<file path="src/rtl/arcade_input_conditioner.sv">
`default_nettype none
// +----------------------------------------------------------------------------+
// | arcade_input_conditioner                                                   |
// | Synchronises, debounces and SOCD-resolves the merged joystick word and     |
// | turns each coin insertion into one vblank-timed coin pulse.                |
// | Revision: 1.0                                                              |
// +----------------------------------------------------------------------------+
module arcade_input_conditioner #(
    parameter int unsigned DEB_CYCLES  = 11000,
    parameter int unsigned COIN_FRAMES = 4
) (
    input  logic       clk,
    input  logic       reset,
    input  logic [8:0] joy_in,
    input  logic       vblank,
    output logic       btn_right,
    output logic       btn_left,
    output logic       btn_fire,
    output logic       btn_barrier,
    output logic [1:0] btn_player_start,
    output logic       btn_coin,
    output logic       coin_busy
);

    localparam int unsigned c_nbits       = 9;
    localparam logic [15:0] c_deb_last    = 16'(DEB_CYCLES - 1);
    // Frame counter is sized for the full COIN_FRAMES range (up to 15).
    localparam logic [3:0]  c_coin_frames = 4'(COIN_FRAMES);

    typedef enum logic [1:0] {
        S_IDLE    = 2'd0,
        S_PULSE   = 2'd1,
        S_RELEASE = 2'd2
    } coin_state_t;

    logic [8:0]  r_sync1;
    logic [8:0]  r_sync2;
    logic [8:0]  w_deb;
    logic        r_vblank_q;
    logic        r_coin_q;
    logic        w_vb_rise;
    logic        w_coin_rise;
    logic        w_unused_updown;
    coin_state_t r_state;
    coin_state_t w_state_nxt;
    logic [3:0]  r_fc;
    logic [3:0]  w_fc_nxt;
    logic [3:0]  w_fc_inc;

    always_ff @(posedge clk) begin
        if (reset) begin
            r_sync1 <= '0;
            r_sync2 <= '0;
        end else begin
            r_sync1 <= joy_in;
            r_sync2 <= r_sync1;
        end
    end

    // Any agreement between sample and state restarts the stability count.
    for (genvar gi = 0; gi < c_nbits; gi++) begin : g_deb
        logic [15:0] r_cnt;
        logic        r_bit;

        always_ff @(posedge clk) begin
            if (reset) begin
                r_cnt <= '0;
                r_bit <= 1'b0;
            end else if (r_sync2[gi] == r_bit) begin
                r_cnt <= '0;
            end else if (r_cnt == c_deb_last) begin
                r_cnt <= '0;
                r_bit <= ~r_bit;
            end else begin
                r_cnt <= r_cnt + 16'd1;
            end
        end

        assign w_deb[gi] = r_bit;
    end

    // Up/down are conditioned for symmetry but the core has no use for them.
    assign w_unused_updown = ^w_deb[3:2];

    always_ff @(posedge clk) begin
        if (reset) begin
            r_vblank_q <= 1'b0;
            r_coin_q   <= 1'b0;
        end else begin
            r_vblank_q <= vblank;
            r_coin_q   <= w_deb[8];
        end
    end

    assign w_vb_rise   = vblank & ~r_vblank_q;
    assign w_coin_rise = w_deb[8] & ~r_coin_q;
    assign w_fc_inc    = r_fc + 4'd1;

    always_ff @(posedge clk) begin
        if (reset) begin
            r_state <= S_IDLE;
            r_fc    <= '0;
        end else begin
            r_state <= w_state_nxt;
            r_fc    <= w_fc_nxt;
        end
    end

    // A vblank edge on the PULSE entry cycle is ignored because IDLE never counts.
    always_comb begin
        w_state_nxt = r_state;
        w_fc_nxt    = r_fc;
        case (r_state)
            S_IDLE: begin
                if (w_coin_rise) begin
                    w_state_nxt = S_PULSE;
                    w_fc_nxt    = '0;
                end
            end
            S_PULSE: begin
                if (w_vb_rise) begin
                    w_fc_nxt = w_fc_inc;
                    if (w_fc_inc == c_coin_frames) begin
                        w_state_nxt = S_RELEASE;
                    end
                end
            end
            S_RELEASE: begin
                if (!w_deb[8]) begin
                    w_state_nxt = S_IDLE;
                end
            end
            default: begin
                w_state_nxt = S_IDLE;
                w_fc_nxt    = '0;
            end
        endcase
    end

    always_ff @(posedge clk) begin
        if (reset) begin
            btn_right        <= 1'b0;
            btn_left         <= 1'b0;
            btn_fire         <= 1'b0;
            btn_barrier      <= 1'b0;
            btn_player_start <= 2'b00;
            btn_coin         <= 1'b0;
            coin_busy        <= 1'b0;
        end else begin
            btn_right        <= w_deb[0] & ~w_deb[1];
            btn_left         <= w_deb[1] & ~w_deb[0];
            btn_fire         <= w_deb[4];
            btn_barrier      <= w_deb[5];
            btn_player_start <= w_deb[7:6];
            btn_coin         <= (r_state == S_PULSE);
            coin_busy        <= (r_state != S_IDLE);
        end
    end

endmodule
`default_nettype wire

</file>
<file path="config.mk">
export PLATFORM = sky130hd
export DESIGN_NAME = arcade_input_conditioner
export DESIGN_NICKNAME = d
export VERILOG_FILES = /design/src/rtl/arcade_input_conditioner.sv
export SDC_FILE = /design/constraint.sdc
export NUM_CORES = 1
export LEC_CHECK = 0
export ABC_AREA = 1
export BUFFER_PORTS_ARGS = -buffer_cell sky130_fd_sc_hd__buf_2
export CAP_MARGIN = 20
export CORE_ASPECT_RATIO = 1.25
export CORE_MARGIN = 2
export CORE_UTILIZATION = 45
export CTS_BUF_LIST = sky130_fd_sc_hd__clkbuf_4 sky130_fd_sc_hd__clkbuf_8 sky130_fd_sc_hd__clkbuf_16
export DETAILED_ROUTE_END_ITERATION = 8
export PLACE_DENSITY_LB_ADDON = 0.08
export SLEW_MARGIN = 15
export SYNTH_ARGS = -nofsm -noshare
export SYNTH_HDL_FRONTEND = slang
export SYNTH_SLANG_ARGS = --single-unit
</file>
<file path="constraint.sdc">
create_clock -name clk -period 1.5 [get_ports clk]
set_input_delay 0.15 -clock clk [delete_from_list [all_inputs] [get_ports clk]]
set_output_delay 0.15 -clock clk [all_outputs]
set_load 0.02 [all_outputs]
</file>
Word level (Yosys, flattened, before mapping)
Index checks and enable logic that the tools add are counted.
{"block": "totals", "in_bits": 12, "elab_cells": 103, "regBits": 153}
{"block": "op_classes", "eq_ne": 21, "n_addsub": 8, "n_bitwise": 21, "n_reduce_logical": 18, "mux": 8}
{"op": "$add 16x1->16 const B", "n": 7}
{"op": "$eq 16x14->1 const B", "n": 7}
{"op": "$reduce_or 3->1", "n": 7}
{"op": "$not 1->1", "n": 17}
{"op": "$reduce_and 2->1", "n": 7}
{"op": "$pmux 4 s3", "n": 1}
{"op": "$mux 2", "n": 4}
{"op": "$mux 4", "n": 2}
{"op": "$ne 2x2->1 const B", "n": 4}
{"op": "$eq 1x1->1", "n": 7}
{"op": "$pmux 2 s3", "n": 1}
{"op": "$add 4x1->4 const B", "n": 1}
{"op": "$and 1x1->1", "n": 4}
{"op": "$eq 4x3->1 const B", "n": 1}
{"op": "$reduce_and 4->1", "n": 1}
{"op": "$reduce_and 3->1", "n": 1}
{"op": "$eq 2x1->1 const B", "n": 1}
{"op": "$eq 2x2->1 const B", "n": 1}
{"op": "$logic_not 2->1", "n": 1}
{"op": "$reduce_bool 2->1", "n": 1}

Longest topological paths before layout
Gate-level depths: netlist of the first run.
{"block": "logic_depth", "word_depth": 5, "ltp_mapped": 8}

Least setup slack after synthesis of the first run
No wires, ideal clock.
{"block": "synth_timing", "path_kind": "reg2reg", "startpoint": "reg g_deb[7].r_cnt[0]", "endpoint": "reg g_deb[7].r_cnt[6]", "arrival_time_ps": 1225, "stages_incl_launch_ff": 8, "required_ps": 1385, "synth_period_minus_slack_ps": 1340, "path_slack_ps": 160, "path_buffers": 1, "cell_sequence": "dfxtp_1 -> ha_1 -> nand2_1 -> nor3_1 -> nand2_2 -> nand2_2 -> buf_8 -> nor2_2"}
{"block": "synth_via", "elab_chain_cells": 2, "word_cells_on_any_way": 3, "cone_classes": "add/sub (1); eq/ne (1); reduce/logical (1)"}
{"item": "from (decl)", "line": "62", "rtl": "logic [15:0] r_cnt;"}
{"item": "from (signal assigned)", "line": "75", "rtl": "r_cnt <= r_cnt + 16'd1;"}
{"item": "branches (longest 2 deep; another with $add 16x1->16)"}
Parallel ways; which one is timed is not known.
A chain may end at the register's enable or synchronous reset.

Worst setup path in the final report of the first run
{"block": "layout_timing", "startpoint": "reg g_deb[8].r_cnt[1]", "endpoint": "reg g_deb[8].r_cnt[14]"}
{"block": "layout_via", "elab_chain_cells": 2, "word_cells_on_any_way": 3, "cone_classes": "add/sub (1); eq/ne (1); reduce/logical (1)"}
{"item": "from (decl)", "line": "62"}
{"item": "from (signal assigned)", "line": "75"}
{"item": "branches (longest 2 deep; another with $add 16x1->16)"}
Parallel ways; which one is timed is not known.

==> results of run 1 <==
repair_timing:
action                     4_1_cts  5_1_grt
gates resized for setup          0       11
hold buffers                    10        0
hold endpoints to repair        11        0
setup endpoints to repair        0       71
buffers inserted                 0        0
registers in the layout, indices dropped and copies added (netlist names), 2 cells and up:
register	cells
g_deb.r_cnt	112
g_deb.r_bit	7
r_sync1	7
r_sync2	7
r_fc	4
btn_player_start	2
r_state	2
placed cells by master (no fill, tap or decap), types with 2 or more instances in the layout:
cell / netlist / routed
nand2_1: 192 / 192
nor2_1: 170 / 166
dfxtp_1: 149 / 148
inv_1: 134 / 134
nand3_1: 71 / 71
a21oi_1: 61 / 61
nand4_1: 33 / 33
xor2_1: 23 / 23
nor3_1: 25 / 23
o21ai_0: 20 / 20
buf_4: 5 / 20
nor2_2: 13 / 17
clkbuf_16: 0 / 17
buf_2: 1 / 17
xnor2_1: 15 / 15
dlygate4sd3_1: 0 / 10
nor3_2: 5 / 7
nand2_2: 8 / 7
ha_1: 9 / 7
clkbuf_8: 0 / 6
clkbuf_4: 0 / 5
buf_12: 0 / 5
nor2_4: 4 / 4
or2_0: 3 / 3
a21oi_2: 3 / 3
a31oi_1: 2 / 2
nand3_2: 3 / 2
or2_2: 2 / 2
nand3b_1: 2 / 2
ha_2: 0 / 2
clkinv_2: 0 / 2
cell usage after synthesis (2+ instances only):
| cell type | number |
|---|---|
| or2_2 | 2 |
| nor2_1 | 170 |
| buf_4 | 5 |
| a31oi_1 | 2 |
| nand2_1 | 192 |
| nor3_1 | 25 |
| nand2_2 | 8 |
| nor2_4 | 4 |
| nor2_2 | 13 |
| nand3b_1 | 2 |
| dfxtp_1 | 149 |
| or2_0 | 3 |
| nand3_2 | 3 |
| a21oi_2 | 3 |
| nand3_1 | 71 |
| nor3_2 | 5 |
| xor2_1 | 23 |
| a21oi_1 | 61 |
| inv_1 | 134 |
| ha_1 | 9 |
| xnor2_1 | 15 |
| clkbuf_1 | 2 |
| o21ai_0 | 20 |
| nand4_1 | 33 |
final timing paths:
path                      from                  to  slack [ns]  cells past startpoint
max reg2reg  g_deb[8].r_cnt[1]  g_deb[8].r_cnt[14]        0.15                      8
min                      reset           btn_right        0.08                      3
max          g_deb[8].r_cnt[1]  g_deb[8].r_cnt[14]        0.15                      8
min reg2reg         r_sync1[6]          r_sync2[6]        0.40                      2
critical path, delay by kind of cell, from the launching register on:
kind / cells / cell delay (ns)
simple gates: 5 / 0.54
flops: 1 / 0.36
fa+ha+maj: 1 / 0.22
compound gates: 1 / 0.05
buf+inv: 1 / 0.06
logic make-up (layout without fill, tap and decap cells):
group / Yosys count / in the layout / share of synthesized area (%)
XOR/XNOR: 38 / 38 / 4.84
AO/OA/AOI/OAI: 88 / 88 / 6.85
adder cells (fa/ha/maj): 9 / 9 / 1.64
AND/OR/NAND/NOR: 535 / 535 / 34.7
flip-flops: 149 / 149 / 43.4
buffers and inverters: 146 / 218 / 8.54
stage by stage:
stage / TNS (ns) / area (µm²) / instances
3_3_place_gp: 0 / 7350 / 1178
3_5_place_dp: 0 / 7350 / 1178
2_1_floorplan: 0 / 6870 / 965
6_report: 0 / 8080 / 1219
5_1_grt: -0.00572 / 8080 / 1219
4_1_cts: 0 / 8040 / 1219
per-layer routing:
metal | wire [µm] | global-route usage, % | vias to the layer above
li1 | - | - | 3183
met1 | 6210 | 20.9 | 2595
met2 | 6620 | 30.1 | 65
met3 | 317 | 3.96 | 23
met4 | 284 | 8.02 | 0
met5 | 0 | 0 | -
power by group through the flow:
stage / logic (W) / clock network [W] / registers, W
6_report: 0.000174 / 0.00415 / 0.00400
4_1_cts: 0.000175 / 0.00429 / 0.00400
3_5_place_dp: 0.000154 / 0 / 0.00409
2_1_floorplan: 0.0000927 / 0 / 0.00409
5_1_grt: 0.000197 / 0.00447 / 0.00400
3_3_place_gp: 0.000154 / 0 / 0.00409
area by class of cell:
class,count,area (µm²)
Clock buffer,28,546
Inverter,135,507
Clock inverter,3,40.0
Sequential cell,149,2980
Tap cell,182,228
Fill cell,1503,6870
Timing Repair Buffer,52,435
Multi-Input combinational cell,670,3340
==> flow_metrics.py, run 1 <==
metrics = {
    "sta": {
        "worst_pin_slew_ns": 0.314,
        "final.setup.worst_slack_ns": 0.146,
        "finalCritPeriodShare_pct": 90.3,
        "setup_violations": 0,
        "slew_violations": 0,
        "clock_skew_ns": 0.00582,
        "hold_slack_ns": 0.0789,
        "maxSlewHeadroom_pct": 78.9,
        "finalHoldViolations": 0,
        "rsz0062_at_grt": "yes",
        "finalCriticalPeriod_ns": 1.35,
        "fmax_ghz": 0.738,
    },
    "grt": {
        "grt_pass1_wl_um": 23400,
        "groute.usage.overall_pct": 17.6,
        "antenna_found_initial": 0,
        "grt_overflow": 0,
        "grt_max_degree": 24,
        "grt_pass1_vias": 5434,
    },
    "critical_path": {
        "max_stage_delay_ns": 0.36,
        "critPathCaptureType": "flip-flop",
        "critical_path.slowest_cell": "dfxtp_1",
        "cp_cell_sequence": "ha_1 > nand2_1 > nor2_2 > inv_1 > nor2_2 > nand3_1 > nand2_1 > a21oi_1",
        "worstPathMaxFanout": 4,
        "crit_path_start_kind": "flip-flop",
        "arrival_ns": 1.66,
        "critical_path_class": "reg -> reg",
        "crit_required_ns": 1.81,
    },
    "power": {
        "p_seq_share_pct": 48.0,
        "power_switching_w": 0.00164,
        "switching_share_pct": 19.7,
        "combPwrFrac_pct": 2.1,
        "peakVddDrop_mv": 0.693,
        "intPower_w": 0.00669,
        "p_clk_share_pct": 49.9,
        "leakage_nw": 2.80,
        "powerDensity_mw_per_mm2": 1030,
        "finalPower_w": 0.00833,
    },
    "floorplanning": {
        "top_level_ports": 20,
        "die_height_um": 142,
        "fp.dieArea_mm2": 0.0163,
        "die_w_um": 115,
        "rows": 50,
        "core_mm2": 0.0150,
        "start_util_pct": 45.9,
    },
    "layout": {
        "nets": 1046,
        "fin_util_pct": 54.0,
        "drive_gt1_share_pct": 11.9,
        "area_growth_pct": 17.6,
        "diodes": 0,
    },
    "logic_synthesis": {
        "netlist_top_cells_area": "dfxtp_1 (43%), nand2_1 (10%), nor2_1 (9.3%)",
        "synth.avg_cell_area_um2": 7.12,
        "synth_edf_count": 0,
        "yosysTopAreaCell": "dfxtp_1",
        "seq_area_frac_synth_pct": 43.4,
        "postSynthCellCount": 965,
        "synth_top_area_share_pct": 43.4,
        "yosys_most_used_dff": "dfxtp_1",
        "synthArstFlopShare_pct": 0,
        "yosys_warnings": 0,
        "synth_nets": 986,
        "yosysUniqueCellTypes": 35,
        "synth_seq_cells": 149,
        "synthesis.area_mm2": 0.00687,
    },
    "cts": {
        "numCtsBuffers": 17,
        "root_buffer": "clkbuf_16",
        "cts_tree": "yes",
        "clkLatencyLatePin_ns": 0.42,
        "cts_max_path_buffers": 2,
        "h-tree-depth": 4,
        "path_clk_slew_ns": 0.06,
        "clkSinkCount": 149,
    },
    "place": {
        "pre_cts_ws_ns": 0.0437,
        "port_buffers": 17,
        "gp_congestion": 0.862,
        "hpwl_um": 9730,
    },
    "routing": {
        "drcViolationCount": 0,
        "drtPass1Iterations": 5,
        "routedWlPerCell_um": 11.0,
        "finalWirelength_um": 13400,
        "final_antenna_net_count": 0,
        "vias": 5866,
        "dr.first_iter.drc_count": 210,
        "viasPerCell": 4.81,
    },
    "job": {
        "maxCapViolations": 0,
    },
    "hold_path": {
        "min_path_type": "in -> reg",
    },
    "run_status": {
        "outcome": "finished, final reports clean",
    },
}
No activity file was read; power rests on OpenSTA's default activity.
==> run 2, diff against run 1 <==
--- a/config.mk
+++ b/config.mk
@@ -10,7 +10,7 @@
 export CAP_MARGIN = 20
 export CORE_ASPECT_RATIO = 1.25
 export CORE_MARGIN = 2
-export CORE_UTILIZATION = 45
+export CORE_UTILIZATION = 38
 export CTS_BUF_LIST = sky130_fd_sc_hd__clkbuf_4 sky130_fd_sc_hd__clkbuf_8 sky130_fd_sc_hd__clkbuf_16
 export DETAILED_ROUTE_END_ITERATION = 8
 export PLACE_DENSITY_LB_ADDON = 0.08
==> run 2 against run 1 <==
Hold slack better by 0.015 ns. Clock skew hardly changed. Non-clock buffer count did not move. Sequential power about the same. Count of clock-buffer cells in the layout decreased by 4. Critical path depth shrank 1. Utilization down 8.1 points. First-iteration DRC count up 4.3%. Via count shrank 0.63%. Clock power grew 13%. Sequential share of layout area is 0.61 points lower.
==> flow_metrics.py, run 2 (synthesis results as in run 1) <==
metrics = {
    "run_status": {
        "outcome": "finished, final reports clean",
    },
    "routing": {
        "viasPerCell": 4.60,
        "vias": 5829,
        "final_antenna_net_count": 0,
        "drtPass1Iterations": 5,
        "routedWlPerCell_um": 10.7,
        "finalWirelength_um": 13500,
        "drcViolationCount": 0,
        "dr.first_iter.drc_count": 219,
    },
    "floorplanning": {
        "rows": 55,
        "die_w_um": 124,
        "fp.dieArea_mm2": 0.0192,
        "core_mm2": 0.0179,
        "die_height_um": 154,
        "top_level_ports": 20,
        "start_util_pct": 38.4,
    },
    "sta": {
        "finalCriticalPeriod_ns": 1.37,
        "tns_ns": 0,
        "final.setup.worst_slack_ns": 0.126,
        "setup_violations": 0,
        "worst_pin_slew_ns": 0.339,
        "finalCritPeriodShare_pct": 91.6,
        "finalHoldViolations": 0,
        "slew_violations": 0,
        "clock_skew_ns": 0.00631,
        "maxSlewHeadroom_pct": 77.3,
        "fmax_ghz": 0.728,
    },
    "power": {
        "p_clk_share_pct": 52.8,
        "switching_share_pct": 19.4,
        "combPwrFrac_pct": 2.0,
        "power_switching_w": 0.00172,
        "intPower_w": 0.00713,
        "leakage_nw": 2.84,
        "p_seq_share_pct": 45.3,
        "powerDensity_mw_per_mm2": 1080,
        "peakVddDrop_mv": 0.797,
    },
    "critical_path": {
        "r2r_setup_slack_ns": 0.13,
        "crit_path_start_kind": "flip-flop",
        "critical_path_class": "reg -> reg",
        "cp_cell_sequence": "ha_1 > nand2_1 > nor3_1 > nand2_1 > nand2_2 > buf_12 > nor2_1",
        "critPathCaptureType": "flip-flop",
        "critical_path.slowest_cell": "dfxtp_1",
        "max_stage_delay_ns": 0.35,
        "crit_required_ns": 1.81,
        "arrival_ns": 1.68,
        "crit_top_cell": "nand2_1",
        "worstPathMaxFanout": 16,
    },
    "layout": {
        "nFillCells": 1837,
        "drive_gt1_share_pct": 12.1,
        "nets": 1046,
        "final_common_cell": "nand2_1",
        "fin_util_pct": 45.9,
        "layout.cells.non_filler": 1266,
        "final_cell_mix": "nand2_1 (191), nor2_1 (167), dfxtp_1 (149), inv_1 (134), nand3_1 (71)",
        "largest_register_ffs": 112,
        "diodes": 0,
        "area_growth_pct": 19.5,
        "regMostFlops": "g_deb.r_cnt",
    },
    "place": {
        "pre_cts_ws_ns": 0.0420,
        "dp_cells": 1226,
        "hpwl_um": 9850,
        "gp_congestion": 0.801,
        "port_buffers": 17,
    },
    "cts": {
        "path_clk_slew_ns": 0.06,
        "cts_max_path_buffers": 2,
        "root_buffer": "clkbuf_16",
        "h-tree-depth": 4,
        "numCtsBuffers": 17,
        "clkSinkCount": 149,
        "cts_tree": "yes",
        "clkLatencyLatePin_ns": 0.42,
    },
    "grt": {
        "grt_pass1_vias": 5625,
        "groute.usage.overall_pct": 15.1,
        "grt_overflow": 0,
        "antenna_found_initial": 0,
        "grt_pass1_wl_um": 24600,
        "grt_max_degree": 22,
    },
    "hold_path": {
        "min_path_type": "in -> reg",
    },
    "job": {
        "maxCapViolations": 0,
    },
}
-- run 2: cell count changes in the layout (fill, tap and decap cells not counted), moves of 2 or more --
cell,previous run,this run
clkbuf_4,5,1
bufinv_16,1,4
dlygate4sd3_1,10,8
buf_4,20,22
-- run 2: area by class of cell --
class | instances | area, µm² | share of cell area [%]
Clock buffer | 24 | 515 | 6.28
Clock inverter | 8 | 143 | 1.74
Inverter | 135 | 507 | 6.17
Multi-Input combinational cell | 670 | 3350 | 40.8
Sequential cell | 149 | 2980 | 36.3
Tap cell | 228 | 285 | 3.47
Timing Repair Buffer | 52 | 430 | 5.24
-- run 2: worst max-delay path: cells and delay by family, from the launching register on --
kind,cells,cell delay (ns)
DFF,1,0.35
buffers and inverters,1,0.14
and+or+nand+nor,5,0.57
adders and majority gates,1,0.21
-- run 2: power groups by stage --
stage	logic, W	registers, W	clock network (W)
after detailed placement	0.000161	0.00409	0
final	0.000175	0.00400	0.00467
after global routing	0.000200	0.00400	0.00496
after CTS	0.000178	0.00400	0.00482
after global placement	0.000161	0.00409	0
after floorplan	0.0000927	0.00409	0
-- run 2: worst paths after layout --
check                                       start                end  cells after the start
worst min-delay path                        reset         r_sync1[5]                      3
worst max register to register  g_deb[5].r_cnt[1]  g_deb[5].r_cnt[9]                      7
worst max-delay path            g_deb[5].r_cnt[1]  g_deb[5].r_cnt[9]                      7
worst min register to register         r_sync1[6]         r_sync2[6]                      2
-- run 2: timing repair --
action / in CTS / in global routing
buffers inserted: 0 / 0
hold buffers: 8 / 0
setup endpoints to repair: 0 / 64
gates resized for setup: 0 / 12
hold endpoints to repair: 8 / 0
-- run 2: per-stage QoR --
step | hold WS, ns | instance area, µm² | power (W)
after floorplan | 0.257 | 6870 | 0.00418
after global placement | 0.357 | 7430 | 0.00425
after detailed placement | 0.360 | 7430 | 0.00425
after CTS | 0.0725 | 8160 | 0.00900
after global routing | 0.103 | 8210 | 0.00916
final | 0.0937 | 8210 | 0.00884
-- run 2: metal layers --
layer	GRT usage [%]	part of all wire, %	wire, µm
met3	2.84	1.9	261
met2	26.4	47	6410
met4	5.99	1.8	240
met5	0	0	0
met1	18.5	49	6580
==> run 3, diff against run 2 <==
==> constraint.sdc (replaced) <==
create_clock -name clk -period 1.5 [get_ports clk]
set_input_delay 0.225 -clock clk [delete_from_list [all_inputs] [get_ports clk]]
set_output_delay 0.225 -clock clk [all_outputs]
set_load 0.02 [all_outputs]
==> run 3 against run 2 <==
Clock skew rose by 0.0045 ns. Register-to-register slack gained 0.03 ns. Maximum frequency increased by 2.5%. Power up 1.4%. Utilization is 0.18 points higher. Die area did not move. Clock power up 3%. Count of clock-buffer cells in the layout is the same. Sequential share of layout area decreased by 0.14 points. Cell area up 0.40%. Critical path depth is the same. Sequential power about the same. Highest routed layer unchanged.
==> flow_metrics.py, run 3 (synthesis results as in run 1) <==
metrics = {
    "floorplanning": {
        "rows": 55,
        "die_w_um": 124,
        "start_util_pct": 38.4,
        "fp.dieArea_mm2": 0.0192,
        "top_level_ports": 20,
        "core_mm2": 0.0179,
        "die_height_um": 154,
    },
    "power": {
        "p_clk_share_pct": 53.4,
        "switching_share_pct": 18.9,
        "peakVddDrop_mv": 0.773,
        "leakage_nw": 2.85,
        "intPower_w": 0.00727,
        "powerDensity_mw_per_mm2": 1090,
        "power_switching_w": 0.00170,
        "finalPower_w": 0.00897,
        "combPwrFrac_pct": 1.9,
        "p_seq_share_pct": 44.6,
    },
    "critical_path": {
        "arrival_ns": 1.64,
        "worstPathMaxFanout": 16,
        "crit_path_start_kind": "flip-flop",
        "critPathCaptureType": "flip-flop",
        "r2r_start": "g_deb[5].r_cnt[1]",
        "cp-startpoint": "g_deb[5].r_cnt[1]",
        "crit_required_ns": 1.80,
        "critical_path_class": "reg -> reg",
    },
    "routing": {
        "viasPerCell": 4.59,
        "dr.first_iter.drc_count": 264,
        "routedWlPerCell_um": 10.6,
        "final_antenna_net_count": 0,
        "vias": 5810,
        "drtPass1Iterations": 4,
        "finalWirelength_um": 13400,
        "drcViolationCount": 0,
    },
    "layout": {
        "final_common_cell": "nand2_1",
        "register_area_mm2": 0.00298,
        "nets": 1047,
        "drive_gt1_share_pct": 12.3,
        "nFillCells": 1867,
        "fin_util_pct": 46.1,
        "area_growth_pct": 20.0,
        "regMostFlops": "g_deb.r_cnt",
        "multi_input_area_mm2": 0.00334,
        "final_area_mm2": 0.00824,
        "largest_register_ffs": 112,
        "layout.cells.non_filler": 1267,
        "final_cell_mix": "nand2_1 (192), nor2_1 (166), dfxtp_1 (149), inv_1 (134), nand3_1 (70)",
        "diodes": 0,
    },
    "sta": {
        "fmax_ghz": 0.746,
        "maxSlewHeadroom_pct": 75.4,
        "finalHoldViolations": 0,
        "finalCriticalPeriod_ns": 1.34,
        "slew_violations": 0,
        "finalCritPeriodShare_pct": 89.3,
        "worst_pin_slew_ns": 0.366,
        "setup_violations": 0,
        "tns_ns": 0,
        "clock_skew_ns": 0.0108,
    },
    "cts": {
        "clkLatencyLatePin_ns": 0.42,
        "cts_tree": "yes",
        "h-tree-depth": 4,
        "path_clk_slew_ns": 0.06,
        "root_buffer": "clkbuf_16",
        "clkSinkCount": 149,
        "cts_max_path_buffers": 2,
        "numCtsBuffers": 17,
    },
    "place": {
        "place_area_mm2": 0.00745,
        "dp_cells": 1228,
        "hpwl_um": 9810,
        "port_buffers": 17,
        "gp_congestion": 0.785,
    },
    "job": {
        "maxCapViolations": 0,
    },
    "run_status": {
        "outcome": "finished, final reports clean",
    },
    "grt": {
        "grt_pass1_vias": 5540,
        "grt_max_degree": 22,
        "antenna_found_initial": 0,
        "groute.usage.overall_pct": 15.0,
        "grt_overflow": 0,
        "grt_pass1_wl_um": 24300,
    },
    "hold_path": {
        "min_path_type": "in -> reg",
        "min-delay-start": "vblank",
    },
}
run 3: cell count changes in the layout (fill, tap and decap cells not counted), sizes merged:
cell,before,now
buf,44,46
bufinv,4,5
clkinv,3,2
dlygate4sd3,8,7
run 3: power by group through the flow:
| stage | logic, W | registers [W] | clock network, W |
|---|---|---|---|
| detailed placement | 0.000164 | 0.00409 | 0 |
| CTS | 0.000178 | 0.00400 | 0.00496 |
| global placement | 0.000165 | 0.00409 | 0 |
| finish | 0.000175 | 0.00400 | 0.00479 |
| global route | 0.000199 | 0.00400 | 0.00513 |
| floorplan | 0.0000927 | 0.00409 | 0 |
run 3: final timing paths:
path / slack [ns] / cells past startpoint / to
setup / recovery: 0.16 / 7 / g_deb[5].r_cnt[6]
hold / removal: 0.03 / 3 / r_vblank_q
setup reg to reg: 0.16 / 7 / g_deb[5].r_cnt[6]
hold reg to reg: 0.41 / 2 / r_sync2[5]
run 3: per-layer routing:
metal / vias to the layer above / wire length [µm] / track usage, %
met5: - / 0 / 0
met4: 0 / 237 / 6.37
met3: 18 / 255 / 3.04
met2: 36 / 6340 / 25.4
met1: 2566 / 6590 / 18.6
li1: 3190 / - / -
run 3: cell type report:
class / count / area share (%)
clock buffers: 24 / 6.18
clock inverters: 8 / 2.03
well taps: 228 / 3.46
multi-input cells: 670 / 40.6
repair buffers: 53 / 5.43
inverters: 135 / 6.15
flip-flops and latches: 149 / 36.2
run 3: metrics by stage:
step	setup WS [ns]	hold slack [ns]
4_1_cts	0.0626	0.00363
2_1_floorplan	0.160	0.332
3_5_place_dp	0.0717	0.398
6_report	0.160	0.0280
3_3_place_gp	0.0772	0.395
5_1_grt	-0.00427	0.00962
run 3: repair_timing:
item                       in CTS  in global routing
hold buffers                    7                  0
hold endpoints to repair        7                  0
gates resized for setup         0                 10
setup endpoints to repair       0                 54
buffers inserted                0                  0
run 3: critical path: stages, from the launching register on:
cell and delay (ns):
dfxtp_1 0.34, ha_1 0.20, nand2_1 0.10, nor3_2 0.16, nand2_1 0.13, nand2_2 0.10, buf_12 0.14, a21oi_1 0.05
